[src/rtl/mem_port_arbiter.sv]
// Two-requester memory port arbiter: the data port has priority, the fetch
// port wins after STARVE_MAX back-to-back data grants; reads return after MEM_LAT cycles.
module mem_port_arbiter #(
   parameter int AW         = 32,
   parameter int DW         = 32,
   parameter int MEM_LAT    = 1,
   parameter int STARVE_MAX = 2
) (
   input  logic          clk,
   input  logic          reset,
   input  logic          if_req,
   input  logic [AW-1:0] if_addr,
   output logic          if_gnt,
   output logic          if_rvalid,
   output logic [DW-1:0] if_rdata,
   input  logic          d_req,
   input  logic          d_we,
   input  logic [AW-1:0] d_addr,
   input  logic [DW-1:0] d_wdata,
   output logic          d_gnt,
   output logic          d_rvalid,
   output logic [DW-1:0] d_rdata,
   output logic          mem_en,
   output logic          mem_we,
   output logic [AW-1:0] mem_addr,
   output logic [DW-1:0] mem_wdata,
   input  logic [DW-1:0] mem_rdata,
   output logic          busy
);
   localparam int CW = 3;
   localparam int SW = $clog2(STARVE_MAX + 2);

   typedef enum logic {IDLE, RD} state_t;

   state_t        state_reg, state_next;
   logic [CW-1:0] cnt_reg, cnt_next;
   logic [SW-1:0] starve_reg, starve_next;
   logic          owner_reg, owner_next;   // 1 = data port owns the outstanding read

   logic          ret_cycle, arb_cycle, fetch_first;
   logic          gnt_if, gnt_d, rd_gnt;
   logic [1:0]    rvalid_vec;
   logic [DW-1:0] rdata_vec [2];

   always_comb begin
      ret_cycle   = (state_reg == RD) && (cnt_reg == CW'(1));
      arb_cycle   = reset && ((state_reg == IDLE) || ret_cycle);
      fetch_first = if_req && (starve_reg == SW'(STARVE_MAX));
      gnt_if      = arb_cycle && if_req && (!d_req || fetch_first);
      gnt_d       = arb_cycle && d_req && !gnt_if;
      rd_gnt      = gnt_if || (gnt_d && !d_we);
   end

   // Index 0 is the fetch port, index 1 the data port.
   assign rvalid_vec[0] = reset && ret_cycle && !owner_reg;
   assign rvalid_vec[1] = reset && ret_cycle && owner_reg;

   generate
      for (genvar gi = 0; gi < 2; gi++) begin : g_rdata
         assign rdata_vec[gi] = rvalid_vec[gi] ? mem_rdata : '0;
      end
   endgenerate

   always_comb begin
      if_gnt    = gnt_if;
      d_gnt     = gnt_d;
      mem_en    = gnt_if || gnt_d;
      mem_we    = gnt_d && d_we;
      mem_addr  = '0;
      mem_wdata = '0;
      if (gnt_if) begin
         mem_addr = if_addr;
      end else if (gnt_d) begin
         mem_addr  = d_addr;
         mem_wdata = d_wdata;
      end
      if_rvalid = rvalid_vec[0];
      d_rvalid  = rvalid_vec[1];
      if_rdata  = rdata_vec[0];
      d_rdata   = rdata_vec[1];
      busy      = reset && ((state_reg == RD) || gnt_if || gnt_d);
   end

   always_comb begin
      state_next  = state_reg;
      cnt_next    = cnt_reg;
      owner_next  = owner_reg;
      starve_next = starve_reg;
      if (arb_cycle) begin
         state_next = IDLE;
         cnt_next   = '0;
         if (rd_gnt) begin
            state_next = RD;
            cnt_next   = CW'(MEM_LAT);
            owner_next = gnt_d;
         end
      end else if (state_reg == RD) begin
         cnt_next = cnt_reg - CW'(1);
      end
      // Starvation only counts while fetch is actually waiting.
      if (!if_req || gnt_if) begin
         starve_next = '0;
      end else if (gnt_d && (starve_reg != SW'(STARVE_MAX))) begin
         starve_next = starve_reg + SW'(1);
      end
   end

   always_ff @(posedge clk or negedge reset) begin
      if (!reset) begin
         state_reg  <= IDLE;
         cnt_reg    <= '0;
         starve_reg <= '0;
         owner_reg  <= 1'b0;
      end else begin
         state_reg  <= state_next;
         cnt_reg    <= cnt_next;
         starve_reg <= starve_next;
         owner_reg  <= owner_next;
      end
   end

endmodule

[config.mk]
export PLATFORM = sky130hd
export DESIGN_NAME = mem_port_arbiter
export DESIGN_NICKNAME = d
export VERILOG_FILES = /design/src/rtl/mem_port_arbiter.sv
export SDC_FILE = /design/constraint.sdc
export NUM_CORES = 1
export LEC_CHECK = 0
export ABC_AREA = 0
export BUFFER_PORTS_ARGS = -buffer_cell sky130_fd_sc_hd__buf_2
export CAP_MARGIN = 15
export CORE_AREA = 2 2 104 106
export CTS_BUF_LIST = sky130_fd_sc_hd__clkbuf_2
export DETAILED_ROUTE_END_ITERATION = 8
export DIE_AREA = 0 0 106 108
export GPL_ROUTABILITY_DRIVEN = 1
export GPL_TIMING_DRIVEN = 0
export PLACE_DENSITY = 0.58
export SKIP_LAST_GASP = 1
export SYNTH_ARGS = -nofsm -noshare
export SYNTH_HDL_FRONTEND = slang
export SYNTH_SLANG_ARGS = --single-unit
[constraint.sdc]
create_clock -name clk -period 1.8 [get_ports clk]
set_input_delay 0.09 -clock clk [delete_from_list [all_inputs] [get_ports clk]]
set_output_delay 0.09 -clock clk [all_outputs]
set_load 0.02 [all_outputs]
==> out/metrics.cfg <==
[sta]
slew-limit-headroom = 0.5255
hold_viol_final = 0
period_share = 1.066
grt_setup_unrepaired = true
worstMarginPinSlew_ns = 0.7118
whs_ns = 0.2423
fmax_mhz = 521.3
drv_slew = 0
fin_skew_ns = 0.001662
fin_crit_ns = 1.918
finalSetupViolCount = 77
fin_ws_ns = -0.1181
tns_ns = -4.367

[grt]
grt_max_degree = 11
gr-total-overflow = 0
grt_pass1_wl_um = 15020
antenna_found_initial = 1
grt_usage = 0.1632
grt_pass1_vias = 3039

[layout]
largest_reg_flops = 3
drive_gt1_frac = 0.7720
nets = 716
syn2layout_area_growth_pct = 182.2
num-fill-cells = 924
stdcell_area_um2 = 5046
final_core_util = 0.4932

[floorplan]
start_util = 0.1748
coreArea_um2 = 10230
rows = 37
die_h_um = 108
io_pins = 268
die_w_um = 106
die_area_um2 = 11450

[yosys]
synth.avg_cell_area_um2 = 6.502
ys_warn_count = 0
netlist.area_leader.share = 0.3394
yosys.area.top_type = and2_1
synthesis.area_um2 = 1788
synth_fp_nets = 411
synth_seq_cells = 7
synth-seq-area-share = 0.09797
synth.distinct_cells = 30
synthCells = 275
synthTopCellsByArea = and2_1, o211ai_1, dfrtp_1

[power]
power_density_nw_per_um2 = 661.8
p_leak_nw = 2.463
ir_worst_vdd_v = 0.0002863
p_total_w = 0.003339

[placed_design]
portBuffers = 266
dpl_cell_area_um2 = 3289
dp_hpwl_um = 7651
gp_congestion = 0.8008

[worst_setup_path]
rrSetupSlack_ns = 0.11
r2r-start = cnt_reg[0]
critPathKind = reg -> out
startpoint_type = register
crit_required_ns = 1.71
r2r-end = starve_reg[0]
end_kind = output pin
cp.arrival_ns = 1.83
worstRegToRegCells = 7
critPathMaxFanout = 9
cp-endpoint = mem_wdata[10]
crit_path_start = starve_reg[1]

[clock_network]
htreeDepth = 1
clk_latency_ns = 0.22
clockBufferDepth = 2
clk_pin_slew_ns = 0.08
cts_sinks = 7
cts_root_buf = clkbuf_2
cts_buffers = 3
cts_tree = yes

[flow_run]
cap_violations = 0

[drt]
drt_iter0_markers = 170
wl_um = 11800
antenna_left = 0
drc = 0
drt_first_pass_iters = 4
viasPerCell = 4.676
wl_per_cell_um = 16.49
vias = 3348

[run_status]
status = finished, violations left
violations = setup timing

[hold_path]
hold_class = in -> reg

metrics by stage:
step | worst slack (ns) | std cells
floorplan | 0.08719 | 275
global placement | -0.1898 | 677
detailed placement | -0.2971 | 677
CTS | -0.07434 | 702
global route | -0.2019 | 716
finish | -0.1181 | 716
cell usage in the layout (no fill, tap or decap), types with 3 or more instances in the layout:
cell type	count
buf_2	156
buf_6	112
and2_4	64
buf_4	34
and2_1	33
o211ai_1	32
a21oi_2	19
nand3_1	19
a21oi_4	11
clkbuf_1	9
buf_8	8
nand3_2	8
dfrtp_1	7
inv_1	6
clkbuf_16	6
nand3_4	5
a21oi_1	4
clkbuf_2	4
buf_12	3
nor2_1	3
nand2_1	3
mux2i_1	3
routing by layer:
layer | track usage | wire length, um | vias up | part of all wire
met5 | 0 | 0 | - | 0
met4 | 0.04511 | 283 | 0 | 0.024
met3 | 0.02351 | 778 | 21 | 0.066
met2 | 0.3406 | 6692 | 186 | 0.57
met1 | 0.1664 | 4049 | 1578 | 0.34
li1 | - | - | 1563 | -
worst min path at each step:
stage               cells past startpoint  start  slack [ns]    endpoint
floorplan                               0  reset       -0.21  cnt_reg[0]
global placement                        1  reset       -0.06  cnt_reg[1]
detailed placement                      1  reset       -0.06  cnt_reg[1]
CTS                                     3   d_we        0.24   owner_reg
global route                            3   d_we        0.25   owner_reg
finish                                  3   d_we        0.24   owner_reg
report_power, final:
group          internal [W]  switching, W
sequential         0.000219     0.0000539
combinational       0.00151       0.00144
clock             0.0000592     0.0000574
total               0.00178       0.00156
synth_stat cells, drive strengths merged:
master / n
nor3: 2
a2111oi: 1
ha: 3
o211ai: 32
buf: 11
clkbuf: 21
a21oi: 34
mux2i: 3
nand2: 5
nand3: 32
o22a: 1
a22oi: 1
dfrtp: 7
or3: 1
nand4: 1
a21o: 1
a211oi: 2
nand2b: 2
a21bo: 1
inv: 9
nor2: 5
and2: 97
xor2: 1
a2bb2oi: 1
xnor2: 1
timing repair:
item,CTS,global route
hold buffers,1,0
gates cloned,7,8
hold endpoints to repair,7,0
gates resized for setup,206,220
pin swaps,17,59
setup buffers,13,5
setup endpoints to repair,134,134
kinds of logic (layout without fill, tap and decap cells):
group / Yosys count / after routing / share of synthesized area
adders and majority gates: 3 / 3 / 0.02100
AOI/OAI and AO/OA: 74 / 74 / 0.2736
buffers and inverters: 41 / 345 / 0.1057
other: 0 / 1 / 0
muxes: 3 / 3 / 0.01680
xor gates and xnor gates: 2 / 2 / 0.009799
and+or+nand+nor: 145 / 145 / 0.4752
DFF: 7 / 7 / 0.09797
layout make-up:
class                           count  area (um2)  share of cell area
Tap cell                          136       170.2             0.03372
Sequential cell                     7       175.2             0.03471
Timing Repair Buffer              300        2349              0.4654
Inverter                            9       37.54            0.007439
Multi-Input combinational cell    227        1944              0.3853
Antenna cell                        1       2.502           0.0004959
Buffer                             32       347.8             0.06893
Clock buffer                        4       20.02            0.003967
worst max-delay path: stages, from the launching register on:
cell      delay [ns]
dfrtp_1         0.42
ha_4            0.19
a21bo_2         0.24
a211oi_4        0.16
buf_6           0.18
buf_2           0.15
and2_1          0.14
buf_6           0.12
Power figures use the tool's default switching activity.
